## src/rtl/s_box_inverse.sv

```systemverilog
// AES inverse S-box: inverse affine transform followed by y^254 in GF(2^8),
// computed iteratively with one square-and-multiply step per clock.
module s_box_inverse (
   input  logic       clk,
   input  logic       rst,
   input  logic [7:0] idata,
   input  logic       ivalid,
   output logic       iready,
   output logic [7:0] odata,
   output logic       ovalid,
   input  logic       oready
);

   localparam int unsigned W  = 8;
   localparam int unsigned CW = 3;
   localparam logic [W-1:0] EXP   = 8'hFE;
   localparam logic [W-1:0] AFF_C = 8'h05;
   localparam logic [W-1:0] RED   = 8'h1B;

   typedef enum logic [1:0] {IDLE, CALC, DONE} state_t;

   state_t         state, state_nxt;
   logic [W-1:0]   y, y_nxt;
   logic [W-1:0]   acc, acc_nxt;
   logic [W-1:0]   odata_nxt;
   logic           ovalid_nxt;
   logic [CW-1:0]  cnt, cnt_nxt;
   logic [W-1:0]   sq, sq_mul, step_val;

   // Shift-and-xor multiply modulo x^8+x^4+x^3+x+1.
   function automatic logic [W-1:0] gmul(input logic [W-1:0] a, input logic [W-1:0] b);
      logic [W-1:0] p;
      logic [W-1:0] aa;
      p  = '0;
      aa = a;
      for (int unsigned i = 0; i < W; i++) begin
         if (b[i]) p = p ^ aa;
         aa = {aa[W-2:0], 1'b0} ^ (aa[W-1] ? RED : '0);
      end
      return p;
   endfunction

   // Bit i = a[i+2] ^ a[i+5] ^ a[i+7] ^ c[i]; rotate-right forms of those taps.
   function automatic logic [W-1:0] inv_affine(input logic [W-1:0] a);
      return {a[1:0], a[7:2]} ^ {a[4:0], a[7:5]} ^ {a[6:0], a[7]} ^ AFF_C;
   endfunction

   assign iready = (state == IDLE) || ((state == DONE) && oready);

   // One MSB-first square-and-multiply step over the fixed exponent.
   always_comb begin
      sq       = gmul(acc, acc);
      sq_mul   = gmul(sq, y);
      step_val = EXP[CW'(W-1) - cnt] ? sq_mul : sq;
   end

   always_comb begin
      state_nxt  = state;
      y_nxt      = y;
      acc_nxt    = acc;
      cnt_nxt    = cnt;
      odata_nxt  = odata;
      ovalid_nxt = ovalid;
      case (state)
         IDLE: begin
            if (ivalid) begin
               y_nxt     = inv_affine(idata);
               acc_nxt   = 8'h01;
               cnt_nxt   = '0;
               state_nxt = CALC;
            end
         end
         CALC: begin
            acc_nxt = step_val;
            if (cnt == CW'(W-1)) begin
               odata_nxt  = step_val;
               ovalid_nxt = 1'b1;
               state_nxt  = DONE;
            end else begin
               cnt_nxt = cnt + CW'(1);
            end
         end
         DONE: begin
            if (oready) begin
               ovalid_nxt = 1'b0;
               state_nxt  = IDLE;
               // Output and input handshakes can share this edge.
               if (ivalid) begin
                  y_nxt     = inv_affine(idata);
                  acc_nxt   = 8'h01;
                  cnt_nxt   = '0;
                  state_nxt = CALC;
               end
            end
         end
         default: state_nxt = IDLE;
      endcase
   end

   always_ff @(posedge clk or negedge rst) begin
      if (!rst) state <= IDLE;
      else      state <= state_nxt;
   end

   always_ff @(posedge clk or negedge rst) begin
      if (!rst) begin
         y      <= '0;
         acc    <= 8'h01;
         cnt    <= '0;
         odata  <= '0;
         ovalid <= 1'b0;
      end else begin
         y      <= y_nxt;
         acc    <= acc_nxt;
         cnt    <= cnt_nxt;
         odata  <= odata_nxt;
         ovalid <= ovalid_nxt;
      end
   end

endmodule

```

## config.mk

```make
export PLATFORM = sky130hd
export DESIGN_NAME = s_box_inverse
export DESIGN_NICKNAME = d
export VERILOG_FILES = /design/src/rtl/s_box_inverse.sv
export SDC_FILE = /design/constraint.sdc
export NUM_CORES = 1
export LEC_CHECK = 0
export CORE_UTILIZATION = 55
export DETAILED_ROUTE_END_ITERATION = 6
export GPL_TIMING_DRIVEN = 0
export PLACE_DENSITY = 0.79
export SETUP_SLACK_MARGIN = 0.15
export SYNTH_ARGS = -nofsm -noshare
export SYNTH_HDL_FRONTEND = slang
export SYNTH_SLANG_ARGS = --single-unit
export TNS_END_PERCENT = 100
```

## constraint.sdc

```tcl
create_clock -name clk -period 3.6 [get_ports clk]
set_input_delay 0.72 -clock clk [delete_from_list [all_inputs] [get_ports clk]]
set_output_delay 0.72 -clock clk [all_outputs]
set_load 0.01 [all_outputs]
```

=== Yosys cells after proc, flatten, opt, wreduce, memory -nomap -nowiden ===
Memory sizes are Yosys's and may differ from the RTL's.
Cells that the tools add are included.

* Bits in registers: 30
* Latch bits: 0
* Bits in writable memories: 0
* ROM bits: 8
* Logic and storage cells: 110
* Memories kept: 1

* Add/subtract/negate cells: 2
* Multiply operators: 0
* Div/mod/pow operators: 0
* $lt $le $gt $ge: 1
* Eq/ne operators: 7
* Shifts and indexed selects: 0
* Muxes and demuxes: 50
* Bitwise gates (word level): 31
* Reduce and logical (&&, ||, !) cells: 12

{| class="wikitable"
|+ Memory list
! name !! words !! bits a word !! read ports !! clocked after Yosys merged registers in !! write ports !! line !! text
|-
| (no name shown) || 8 || 1 || 1 || 0 || 0 || 54 || <nowiki>step_val = EXP[CW'(W-1) - cnt] ? sq_mul : sq;</nowiki>
|}

{| class="wikitable"
|+ Operators by type and width
! cell !! number
|-
| 8-bit two-way mux || 21
|-
| 8-bit bitwise XOR || 16
|-
| 8-bit by 5-bit bitwise XOR with 8-bit output || 14
|-
| 5-bit two-way mux || 14
|-
| 8-bit one-hot mux with 3 select lines || 1
|-
| 8-bit one-hot mux with 2 select lines || 1
|-
| 3-bit two-way mux || 3
|-
| 3-bit one-hot mux with 3 select lines || 1
|-
| 3-bit AND reduction || 3
|-
| 2-bit != test, second input constant || 4
|-
| 2-bit two-way mux || 3
|-
| 2-bit one-hot mux with 3 select lines || 1
|-
| 2-bit AND reduction || 3
|-
| 3-bit by 4-bit less-than comparator with 1-bit output, second input constant || 1
|-
| 1-bit two-way mux || 4
|-
| 2-bit nonzero test || 2
|-
| 3-bit by 1-bit adder with 3-bit output, second input constant || 1
|-
| 3-bit equality test, second input constant || 1
|-
| 3-bit nonzero test || 1
|-
| 3-bit subtractor, first input constant || 1
|-
| 2-bit by 1-bit equality test with 1-bit output, second input constant || 1
|-
| 2-bit equality test, second input constant || 1
|-
| 2-bit zero test || 1
|-
| 2-bit inverter || 1
|-
| 3 further kinds || 3
|}

=== Longest topological paths before layout ===
Gate-level depths: netlist of run 1.

* Depth after elaboration: 34
* Mapped depth: 13
* Mapped depth without buffers: 11

=== Worst setup path after synthesis of run 1 ===
Ideal clock, no wire load.

* Kind: flip-flop to flip-flop
* From: register acc[0]
* To: register odata[3]
* Library setup time: 0.093 ns
* Arrival time: 3.725 ns
* Data required time: 3.507 ns
* Setup slack: -0.217 ns
* Cell stages (with the launch flop): 13
* Path buffers: 1
* Period minus slack after synthesis: 3.817 ns
* Cell sequence: dfstp_2 ha_1 clkbuf_2 nand2_1 xnor2_2 xnor3_2 xnor3_1 xor3_1 nor2b_2 xnor3_1 xnor2_1 xnor3_1 o221ai_1

* Longest elaborated chain between the ends: 32

{| class="wikitable"
|+ Ends and longest elaborated chain
! item !! line !! text
|-
| from (decl) || 24 || <nowiki>logic [W-1:0] acc, acc_nxt;</nowiki>
|-
| from (signal assigned) || 114 || <nowiki>acc <= acc_nxt;</nowiki>
|-
| 8-bit two-way mux || 37 || <nowiki>if (b[i]) p = p ^ aa;</nowiki>
|-
| 8-bit bitwise XOR || 37 ||
|-
| 8-bit two-way mux || 37 ||
|-
| 8-bit bitwise XOR || 37 ||
|-
| 8-bit two-way mux || 37 ||
|-
| 8-bit bitwise XOR || 37 ||
|-
| 8-bit two-way mux || 37 ||
|-
| 8-bit bitwise XOR || 37 ||
|-
| [... 16 more ...] || -- ||
|-
| 8-bit two-way mux || 37 ||
|-
| 8-bit bitwise XOR || 37 ||
|-
| 8-bit two-way mux || 37 ||
|-
| 8-bit bitwise XOR || 37 ||
|-
| 8-bit two-way mux || 37 ||
|-
| 8-bit bitwise XOR || 37 ||
|-
| 8-bit two-way mux || 37 ||
|-
| 8-bit two-way mux (*) || 54 ||
|-
| to (signal assigned) || 116 || <nowiki>odata <= odata_nxt;</nowiki>
|-
| to (decl) || 9 || <nowiki>output logic [7:0] odata,</nowiki>
|}

Mark *: on every way between the ends. The rest lies on a longest branch, timed or not.
A chain may end at the register's enable or synchronous reset.

=== Worst setup path in the final report of run 1 ===
* From: register acc[6]
* To: register odata[3]

* Longest elaborated chain between the ends: 32

{| class="wikitable"
|+ Ends and longest elaborated chain
! item !! line !! text
|-
| 8-bit by 5-bit bitwise XOR with 8-bit output || 38 || <nowiki>aa = {aa[W-2:0], 1'b0} ^ (aa[W-1] ? RED : '0);</nowiki>
|-
| 8-bit bitwise XOR || 37 ||
|-
| 8-bit two-way mux || 37 ||
|-
| 8-bit bitwise XOR || 37 ||
|-
| 8-bit two-way mux || 37 ||
|-
| 8-bit bitwise XOR || 37 ||
|-
| 8-bit two-way mux || 37 ||
|-
| 8-bit bitwise XOR || 37 ||
|-
| [... 16 more ...] || -- ||
|-
| 8-bit two-way mux || 37 ||
|-
| 8-bit bitwise XOR || 37 ||
|-
| 8-bit two-way mux || 37 ||
|-
| 8-bit bitwise XOR || 37 ||
|-
| 8-bit two-way mux || 37 ||
|-
| 8-bit bitwise XOR || 37 ||
|-
| 8-bit two-way mux || 37 ||
|-
| 8-bit two-way mux (*) || 54 ||
|}

Marked as above.

==> impl_metrics.tcl, run 1 <==
set metrics [dict create \
    die_w_microns 82.27 \
    placed_area_sq_mm 0.003884 \
    worst-r2r-setup-slack_ps -20 \
    dpl.cell_count 477 \
    gp_congestion 0.9066 \
    netlist_instances 381 \
    hold_path.class "in -> async" \
    cts-root-buf "clkbuf_8" \
    start_kind "flip-flop" \
    ys_seq_area_share_pct 21.22 \
    dp_hpwl_mm 6.335 \
    whs_ps 459.4 \
    tritoncts "yes" \
    drt-initial-drc-count 300 \
    slew_viol_final 0 \
    via_count 3189 \
    die_area_sq_mm 0.006768 \
    layout-drive-gt1-share_pct 26.09 \
    run_status "complete, but fails checks" \
    arrival_ps 3830 \
    stdcell_count 512 \
    antenna_found_initial 0 \
    htreeDepth 2 \
    wirelength_mm 10.48 \
    path_clk_slew_ps 80 \
    synth_edf_count 0 \
    grt_max_degree 31 \
    finalWorstSetupSlack_ps -19.78 \
    final_antenna_net_count 0 \
    timing.rr.start "acc[6]$_DFFE_PN0P_" \
    die_height_microns 82.27 \
    setup_violations 2 \
    rows 28 \
    via_per_inst 6.229 \
    min_period_ps 3620 \
    remaining_drc_errors 0 \
    startpoint "acc[6]$_DFFE_PN0P_" \
    r2r_cells 12 \
    slew-limit-headroom_pct 51.50 \
    skew_ps 19.37 \
    syn-num-nets 397 \
    start_util_pct 58.46 \
    fin_crit_sh_pct 100.5 \
    track_usage_pct 30.46 \
    critical_path_required_ps 3810 \
    dr.pass1.iters 5 \
    ys_ff_latch 30 \
    regToRegEndpoint "odata[3]$_DFFE_PN0P_" \
    area_delta_synth_final_pct 33.05 \
    core_area_sq_mm 0.006061 \
    synth_ff_type "dfrtp_1" \
    worst_slew_pin_slew_ps 725.0 \
    synth_area_sq_mm 0.003543 \
    clock-sinks 30 \
    grt_pass1_wl_mm 14.99 \
    yosysWarningCount 0 \
    synth.distinct_cells 45 \
    wl_met3_microns 860 \
    avgSynthCellArea_sq_um 9.300 \
    failed_checks "negative setup slack" \
    final-hold-violation-count 0 \
    clk_latency_ps 290 \
    wl_met1_mm 3.951 \
    final_common_cell "nand2_1" \
    boundaryPins 22 \
    cts_buffers 5 \
    critPathCaptureType "flip-flop" \
    worstSetupPathType "reg -> reg" \
    grt_overflow 0 \
    nNetsFinal 452 \
    maxCapViolations 0 \
    crit_end "odata[3]$_DFFE_PN0P_" \
    fmaxAchievable_mhz 276.3 \
    cp_max_fo 10 \
    grt_setup_unrepaired "yes" \
    wl_per_cell_microns 20.47 \
    layout_common_cells "nand2_1 (65), xnor2_1 (40), dfrtp_1 (28)" \
    grt_pass1_vias 3053 \
    stdcell_area_sq_mm 0.004715 \
    clockBufferDepth 2 \
    portBuffers 21 \
    async_flop_share_pct 100.0 \
    n_antenna_cell 0 \
    dr.max_layer_used "met4" \
    dr_wl_met2_mm 5.058 \
]
-- critical path: stages, from the launching register on --
cell and delay, ps:
dfrtp_2 460, buf_4 200, buf_6 180, xor2_4 210
xnor2_2 240, xnor3_2 550, xnor2_4 240, nor2_1 90
xnor2_1 270, xnor3_1 380, xnor2_1 180, xnor3_2 340
o221ai_2 180
-- registers in the layout, summed over array words and instances (netlist names) --
name / count
odata: 8
y: 8
ovalid: 1
cnt: 3
state: 2
acc: 8
-- what timing repair did --
action | 4_1_cts | 5_1_grt
gates resized for setup | 40 | 42
endpoints found under the setup margin | 16 | 16
pin swaps | 18 | 11
hold buffers | 0 | 0
setup buffers | 20 | 7
-- worst min path at each step --
stage,slack (ps),startpoint,to,cells past startpoint
floorplan,420,rst,acc[1]$_DFFE_PN0P_,0
global placement,470,odata[0]$_DFFE_PN0P_,odata[0]$_DFFE_PN0P_,2
detailed placement,470,odata[0]$_DFFE_PN0P_,odata[0]$_DFFE_PN0P_,2
CTS,490,odata[0]$_DFFE_PN0P_,odata[0]$_DFFE_PN0P_,2
global route,520,odata[0]$_DFFE_PN0P_,odata[0]$_DFFE_PN0P_,2
finish,460,rst,odata[3]$_DFFE_PN0P_,1
-- synthesized netlist by cell type (9+ instances only) --
cell      instances  share of area, %
nand2_1          67               7.1
xnor2_1          62                15
dfrtp_1          29                20
xor2_1           22               5.4
o21ai_0          21               3.0
xnor3_1          21                13
mux2i_1          16               4.5
clkbuf_1         13               1.4
nor2_1           13               1.4
a22oi_1          11               2.3
nand2b_1         11               1.9
o221ai_1         11               2.7
a21oi_1           9               1.3
nor2b_1           9               1.6
-- through the flow --
step | setup slack (ps) | TNS [ps] | util (%)
2_1_floorplan | 127.3 | 0 | -
3_3_place_gp | -446.2 | -4932 | 64.08
3_5_place_dp | -450.6 | -5248 | 64.08
4_1_cts | 93.09 | 0 | 73.41
5_1_grt | -101.3 | -397.0 | 77.79
6_report | -19.78 | -27.45 | 77.79
-- cells by family (layout without fill, tap and decap cells) --
logic type,after synthesis,in the layout,share of synthesized area (%)
compound gates,63,63,12.46
xor+xnor,115,115,39.97
buf+inv,31,87,3.814
simple gates,118,118,15.33
mux,20,20,5.791
flops,30,30,21.22
fa+ha+maj,4,4,1.412
-- routing by layer --
layer	vias up	global-route usage [%]
li1	1409	-
met1	1522	37.87
met2	199	50.50
met3	59	4.835
met4	0	16.84
met5	-	0
-- cell type report --
type	count	area (sq um)
multi-input combinational	320	3108
clock buffer	6	82.58
tap	75	93.84
timing repair buffer	48	435.4
fill	377	1346
inverter	7	26.28
sequential	30	753.2
clock inverter	2	60.06
buffer	24	155.1
Power of run 1 is not shown: default switching activity piles up to over one toggle a cycle in this logic, so the estimate is an artifact.
==> inputs of run 2 (changes only) <==
--- a/config.mk
+++ b/config.mk
@@ -5,10 +5,11 @@
 export SDC_FILE = /design/constraint.sdc
 export NUM_CORES = 1
 export LEC_CHECK = 0
-export CORE_UTILIZATION = 55
+export ABC_AREA = 1
+export CORE_UTILIZATION = 57
 export DETAILED_ROUTE_END_ITERATION = 6
 export GPL_TIMING_DRIVEN = 0
-export PLACE_DENSITY = 0.79
+export PLACE_DENSITY = 0.8
 export SETUP_SLACK_MARGIN = 0.15
 export SYNTH_ARGS = -nofsm -noshare
 export SYNTH_HDL_FRONTEND = slang
==> run 2 against run 1 <==
  * The flow now finishes without violations
  * Maximum frequency is 12% higher
  * Global-route usage about the same
  * Critical path depth grew 15
  * Via count is 68% higher
  * Clock skew down 14 ps
  * Utilization decreased by 9.0 points
  * First-iteration DRC count grew 37%
  * Synthesized area up 28%
  * Wire length rose by 22%
  * Non-clock buffer count is 16 lower
  * Final cell count increased by 93%
  * Worst setup slack improved by 380 ps
  * Highest routed layer unchanged
==> impl_metrics.tcl, run 2 <==
set metrics [dict create \
    yosysMostFrequentCell "nand2_1" \
    synthTopCellsByArea "nand2_1 (32%), dfrtp_1 (16%), nand3_1 (13%)" \
    dr.pass1.iters 5 \
    remaining_drc_errors 0 \
    synth_top_cell_by_area "nand2_1" \
    critPathCaptureType "flip-flop" \
    path_clk_slew_ps 70 \
    run_status "completed" \
    cp_max_fo 7 \
    synth_area_sq_mm 0.004541 \
    wirelength_mm 12.79 \
    largestRegisters "acc x8, odata x8, y x8" \
    grt_setup_unrepaired "no" \
    antenna_found_initial 0 \
    grt_max_degree 31 \
    ys_seq_area_share_pct 16.56 \
    synth.distinct_cells 36 \
    setup_violations 0 \
    cp_num_cells 27 \
    fmaxAchievable_mhz 308.8 \
    worst-r2r-setup-slack_ps 360 \
    skew_ps 5.621 \
    htreeDepth 2 \
    start_util_pct 58.76 \
    via_count 5355 \
    cp_common_cell "nand2_1" \
    cts-root-buf "clkbuf_8" \
    n_antenna_cell 0 \
    clockBufferDepth 2 \
    core_area_sq_mm 0.007727 \
    yosys.area.top_type_share_pct 31.66 \
    final_antenna_net_count 0 \
    async_flop_share_pct 100.0 \
    clock-sinks 30 \
    worst_slew_pin_slew_ps 646.8 \
    grt_pass1_wl_mm 20.84 \
    tns_ps 0 \
    die_w_microns 91.25 \
    avgSynthCellArea_sq_um 5.386 \
    final-hold-violation-count 0 \
    regToRegEndpoint "acc[5]$_DFFE_PN0P_" \
    clk_latency_ps 280 \
    synth_ff_type "dfrtp_1" \
    startpoint "acc[0]$_DFFE_PN1P_" \
    r2r_cells 27 \
    die_area_sq_mm 0.008327 \
    wl_per_cell_microns 12.93 \
    ys_ff_latch 30 \
    tritoncts "yes" \
    syn-num-nets 859 \
    layout_common_cells "nand2_1 (355), nand3_1 (105), inv_1 (94)" \
    synth_edf_count 0 \
    netlist_instances 843 \
    hold_path.class "in -> async" \
    track_usage_pct 30.42 \
    layout.area.seq_sq_um 752.0 \
    fin_crit_sh_pct 89.95 \
    gp_congestion 0.9292 \
    area_delta_synth_final_pct 17.03 \
    layout-drive-gt1-share_pct 16.69 \
    fill_cells 693 \
    critical_path_required_ps 3770 \
    portBuffers 21 \
    cts_hold_buf 0 \
    synthTopCellsByCount "nand2_1 (383), nand3_1 (114), inv_1 (99)" \
    nNetsFinal 902 \
    critical_path.top_delay_family "simple AND/OR/NAND/NOR gates" \
    drt-initial-drc-count 410 \
    dp_hpwl_mm 9.779 \
    worstSetupPathType "reg -> reg" \
    rows 32 \
    timing.rr.start "acc[0]$_DFFE_PN1P_" \
    die_height_microns 91.25 \
    via_per_inst 5.415 \
    start_kind "flip-flop" \
    arrival_ps 3410 \
    cts_buffers 5 \
    critPathMaxStageDelay_ps 570 \
    grt_pass1_vias 4681 \
    multi_input_area_sq_mm 0.003413 \
    crit_end "acc[5]$_DFFE_PN0P_" \
    maxCapViolations 0 \
    slowest_stage "dfstp_2" \
    slew-limit-headroom_pct 56.88 \
    final_common_cell "nand2_1" \
    crit_buf_inv 4 \
    boundaryPins 22 \
    grt_overflow 0 \
    min_period_ps 3238 \
    yosysWarningCount 0 \
    slew_viol_final 0 \
]
-- run 2: worst register-to-register path, delay by kind of cell, from the launching register on --
family | cells | cell delay [ps]
fa+ha+maj | 1 | 230
buf+inv | 4 | 320
flops | 1 | 570
simple gates | 22 | 1990
-- run 2: repair_timing --
| action | 4_1_cts | 5_1_grt |
|---|---|---|
| resized for setup | 2 | 70 |
| setup endpoints to repair | 2 | 16 |
| buffers inserted | 0 | 14 |
| cloned | 0 | 1 |
| pin swaps | 0 | 34 |
-- run 2: how the worst min path moves through the flow --
stage | from | end | cells past startpoint
after floorplan | rst | acc[1]$_DFFE_PN0P_ | 0
after global placement | odata[2]$_DFFE_PN0P_ | odata[2]$_DFFE_PN0P_ | 2
after detailed placement | odata[5]$_DFFE_PN0P_ | odata[5]$_DFFE_PN0P_ | 2
after CTS | odata[5]$_DFFE_PN0P_ | odata[5]$_DFFE_PN0P_ | 2
after global routing | rst | odata[0]$_DFFE_PN0P_ | 1
final | rst | y[6]$_DFFE_PN0P_ | 1
-- run 2: cells by family (layout without fill, tap and decap cells) --
group | Yosys count | count (layout) | synth area share (%)
buf+inv | 133 | 176 | 13.01
flops | 30 | 30 | 16.56
compound gates | 34 | 34 | 4.354
xor+xnor | 39 | 39 | 7.688
fa+ha+maj | 4 | 4 | 1.102
simple gates | 603 | 604 | 57.29
-- run 2: routing by layer --
metal | share of wire [%] | global-route usage, % | vias up
met5 | 0 | 0 | -
met4 | 1.8 | 8.730 | 0
met3 | 7.1 | 2.178 | 24
met2 | 46 | 50.88 | 216
met1 | 45 | 42.05 | 2430
li1 | - | - | 2685
-- run 2: metrics by stage --
stage / area (sq um) / std cells / util [%] / hold WS, ps / setup slack, ps
CTS: 4979 / 974 / 64.43 / 490.3 / 160.0
floorplan: 4541 / 843 / - / 424.4 / 771.2
global route: 5314 / 989 / 68.77 / 517.7 / 127.4
global placement: 4878 / 966 / 63.13 / 467.3 / 217.7
detailed placement: 4878 / 966 / 63.13 / 467.1 / 157.9
finish: 5314 / 989 / 68.77 / 465.7 / 361.7
-- run 2: final cells by class --
class                      count  share of cell area [%]
multi-input combinational    681                   64.23
clock buffer                   6                   1.554
sequential                    30                   14.15
timing repair buffer          35                   5.839
tap                          102                   2.402
clock inverter                 2                  0.2355
inverter                     112                   8.147
buffer                        21                   3.438
Power of run 2 is left out for the same reason.
==> inputs of run 3 (changes only) <==
--- a/config.mk
+++ b/config.mk
@@ -14,4 +14,4 @@
 export SYNTH_ARGS = -nofsm -noshare
 export SYNTH_HDL_FRONTEND = slang
 export SYNTH_SLANG_ARGS = --single-unit
-export TNS_END_PERCENT = 100
+export TNS_END_PERCENT = 5
==> run 3 against run 2 <==
  * Wire length is 1.1% lower
  * Hold slack worse by 1.2 ps
  * Register-to-register slack hardly changed
  * First-iteration DRC count is 1.5% higher
==> impl_metrics.tcl, run 3 (synthesized netlist as in run 2, its figures left out) <==
set metrics [dict create \
    gp_congestion 0.9292 \
    timing.rr.start "acc[0]$_DFFE_PN1P_" \
    grt_pass1_wl_mm 20.84 \
    cp_common_cell "nand2_1" \
    critPathCaptureType "flip-flop" \
    largestRegisters "acc x8, odata x8, y x8" \
    worst_slew_pin_slew_ps 643.2 \
    critPathMaxStageDelay_ps 560 \
    skew_ps 5.411 \
    cts_hold_buf 0 \
    die_area_sq_mm 0.008327 \
    final-hold-violation-count 0 \
    grt_setup_unrepaired "yes" \
    grt_pass1_vias 4681 \
    grt_overflow 0 \
    slew-limit-headroom_pct 57.12 \
    clk_latency_ps 280 \
    wirelength_mm 12.66 \
    min_period_ps 3244 \
    clockBufferDepth 2 \
    tritoncts "yes" \
    arrival_ps 3420 \
    path_clk_slew_ps 70 \
    layout-drive-gt1-share_pct 15.18 \
    portBuffers 21 \
    core_area_sq_mm 0.007727 \
    dr.pass1.iters 6 \
    fin_crit_sh_pct 90.11 \
    setup_violations 0 \
    track_usage_pct 30.42 \
    htreeDepth 2 \
    layout_common_cells "nand2_1 (362), nand3_1 (106), inv_1 (96)" \
    worstSetupPathType "reg -> reg" \
    via_count 5304 \
    cts-root-buf "clkbuf_8" \
    run_status "completed" \
    slowest_stage "dfstp_2" \
    dp_hpwl_mm 9.779 \
    r2r_cells 27 \
    remaining_drc_errors 0 \
    cp_max_fo 7 \
    worst-r2r-setup-slack_ps 360 \
    n_antenna_cell 0 \
    nNetsFinal 898 \
    area_delta_synth_final_pct 15.13 \
    wl_per_cell_microns 12.85 \
    die_w_microns 91.25 \
    final_antenna_net_count 0 \
    clock-sinks 30 \
    regToRegEndpoint "acc[5]$_DFFE_PN0P_" \
    rows 32 \
    grt_max_degree 31 \
    start_util_pct 58.76 \
    slew_viol_final 0 \
    die_height_microns 91.25 \
    critical_path_required_ps 3770 \
    start_kind "flip-flop" \
    via_per_inst 5.385 \
    cts_buffers 5 \
    final_common_cell "nand2_1" \
    antenna_found_initial 0 \
    boundaryPins 22 \
    drt-initial-drc-count 416 \
    tns_ps 0 \
    maxCapViolations 0 \
    hold_path.class "in -> async" \
    fmaxAchievable_mhz 308.3 \
]
run 3: layout make-up:
type | count | area (sq um)
inverter | 112 | 427.9
tap | 102 | 127.6
multi-input combinational | 681 | 3371
clock inverter | 2 | 12.51
sequential | 30 | 752.0
fill | 709 | 2500
timing repair buffer | 31 | 280.3
buffer | 21 | 173.9
clock buffer | 6 | 82.58
run 3: per-stage QoR:
step           std cells  setup WS, ps  util (%)  instance area [sq um]  hold WS (ps)
6_report             985         356.1     67.65                   5228         464.5
2_1_floorplan        843         771.2         -                   4541         424.4
3_5_place_dp         966         157.9     63.13                   4878         467.1
4_1_cts              974         160.0     64.43                   4979         490.3
3_3_place_gp         966         217.7     63.13                   4878         467.3
5_1_grt              985         80.42     67.65                   5228         517.7
run 3: worst max-delay path by stage:
stage / startpoint / endpoint / slack (ps) / depth (start not counted)
after floorplan: acc[0]$_DFFE_PN1P_ / odata[1]$_DFFE_PN0P_ / 770 / 24
after global routing: acc[0]$_DFFE_PN1P_ / odata[4]$_DFFE_PN0P_ / 80 / 28
after global placement: acc[0]$_DFFE_PN1P_ / acc[5]$_DFFE_PN0P_ / 220 / 27
after CTS: acc[0]$_DFFE_PN1P_ / acc[5]$_DFFE_PN0P_ / 160 / 27
final: acc[0]$_DFFE_PN1P_ / acc[5]$_DFFE_PN0P_ / 360 / 27
after detailed placement: acc[0]$_DFFE_PN1P_ / acc[5]$_DFFE_PN0P_ / 160 / 27
run 3: timing repair:
| action | CTS | global route |
|---|---|---|
| buffers inserted | 0 | 10 |
| resized for setup | 2 | 52 |
| pin swaps | 0 | 20 |
| gates cloned | 0 | 1 |
| setup endpoints to repair | 2 | 16 |
run 3: per-layer routing:
layer  track usage, %  up-vias  wire [microns]
met5                0        -               0
met4            8.730        0             219
met3            2.178       21             826
met2            50.88      187            5847
met1            42.05     2417            5762
li1                 -     2679               -
run 3: critical path, delay by kind of cell, from the launching register on:
| family | cells | cell delay, ps |
|---|---|---|
| and+or+nand+nor | 22 | 1990 |
| DFF | 1 | 560 |
| buffers and inverters | 4 | 340 |
| adders and majority gates | 1 | 230 |
Power of run 3 is left out for the same reason.
==> variant: new RTL, config.mk and constraints of run 2 <==
Take the reset off `odata` and load it in a clocked block of its own.
--- a/src/rtl/s_box_inverse.sv
+++ b/src/rtl/s_box_inverse.sv
@@ -107,16 +107,18 @@
          y      <= '0;
          acc    <= 8'h01;
          cnt    <= '0;
-         odata  <= '0;
          ovalid <= 1'b0;
       end else begin
          y      <= y_nxt;
          acc    <= acc_nxt;
          cnt    <= cnt_nxt;
-         odata  <= odata_nxt;
          ovalid <= ovalid_nxt;
       end
    end
 
+   always_ff @(posedge clk) begin
+      odata <= odata_nxt;
+   end
+
 endmodule
 
Check against the original RTL: differs if rst is asserted again (counterexample within 10 cycles, from zero or initial values and one cycle with rst low); with rst held inactive, the same outputs for 10 cycles.
==> variant against run 2 <==
Final cell count shrank 11%. Count of clock-buffer cells in the layout grew 2. Wire length shrank 2.0%. Sequential cell count is the same. Synthesized area shrank 7.6%. Worst setup slack lost 0.14 ns. Critical path depth is the same. Design area shrank 4.4%. Critical path type unchanged. Largest cell class unchanged.
Power is left out: the tool's default activity adds up to more than one toggle a clock period on the data nets, which glitch-free logic cannot reach.
==> variant: results (changes against run 2) <==
Post-Synth XOR/XNOR Area 0.113 (+0.0362); CP peak stage delay 0.55 ns (-0.02 ns); Synth Area in Compound Gates 0.0397 (-0.00386); final RePlAce weighted congestion 0.926 (-0.33%); Async S/R FF share, synth 0.733 (-0.267); drt total wl 12.5 mm (-2.0%); first-pass GRT wire length 19.4 mm (-6.8%); # fillers 588 (-15%); Worst Skew 0.0142 ns (+0.00859 ns); Largest regs acc x8, odata x8, y x8; Worst Hold Class reg2reg; number of global-route vias before repair 4200 (-10%); Clock Tree Root clkbuf_8; Crit-path slowest cell dfstp_2; RR Startpoint acc[0]; dpl hpwl 9.42 mm (-3.6%); status finished, final reports clean; Synth area leaders nand2_1 31%, dfrtp_1 13%, nand3_1 12%, inv_1 6.4%, edfxtp_1 5.7%; initial DRC count 442 (+7.8%); EDFF count, synth 8 (+8); largest net degree at the start of global routing 23 (-26%); Commonest cells post-synth 343 x nand2_1, 103 x nand3_1, 71 x inv_1, 26 x xor2_1, 23 x nor2_1; Slew Limit Headroom 0.331 (-0.238); share of cells above drive strength 1 0.209 (+0.0421); via density per instance 5.53 (+2.2%); Synth cell types 37 (+2.8%); gr usage total 0.325 (+0.0212); Seq/Total Area, Yosys 0.189 (+0.0232); nets@finish 800 (-11%); Adder-Cell Fraction of Synth Area 0.0119 (+0.000911)
variant: cells by family (layout without fill, tap and decap cells):
family | after synthesis | after routing
and+or+nand+nor | 516 | 517
buffers and inverters | 110 | 155
xor gates and xnor gates | 49 | 49
AOI/OAI and AO/OA | 30 | 30
DFF | 30 | 30
adders and majority gates | 4 | 4
variant: metrics by stage:
stage                     setup slack (ns)  instance area (sq um)  TNS (ns)  hold WS (ns)  cells
final                                0.221                   5080         0         0.514    881
after global routing                0.0904                   5080         0         0.548    881
after CTS                            0.159                   4680         0         0.511    864
after detailed placement           -0.0788                   4520    -0.192         0.484    856
after global placement              0.0360                   4520         0         0.486    856
after floorplan                      0.560                   4190         0         0.424    739
variant: layout make-up:
| cell class | instances | share of cell area |
|---|---|---|
| multi-input combinational | 600 | 0.634 |
| sequential | 30 | 0.156 |
| inverter | 90 | 0.0699 |
| timing repair buffer | 37 | 0.0670 |
| buffer | 20 | 0.0271 |
| tap | 96 | 0.0236 |
| clock buffer | 8 | 0.0219 |
variant: worst max path at each step:
stage | to | slack, ns | from
2_1_floorplan | odata[7] | 0.56 | acc[0]
3_3_place_gp | odata[4] | 0.04 | acc[7]
3_5_place_dp | odata[1] | -0.08 | acc[7]
4_1_cts | odata[4] | 0.16 | acc[0]
5_1_grt | odata[3] | 0.09 | acc[7]
6_report | odata[4] | 0.22 | acc[0]
variant: what timing repair did:
action,4_1_cts,5_1_grt
gates cloned,0,2
resized for setup,12,79
pin swaps,0,29
hold buffers,0,0
endpoints found under the setup margin,13,15
setup buffers,0,15
variant: routing by layer:
metal,global-route usage,up-vias,part of all wire
met5,0,-,0
met1,0.438,2223,0.44
li1,-,2390,-
met4,0.0894,0,0.030
met3,0.0283,39,0.073
met2,0.557,223,0.46
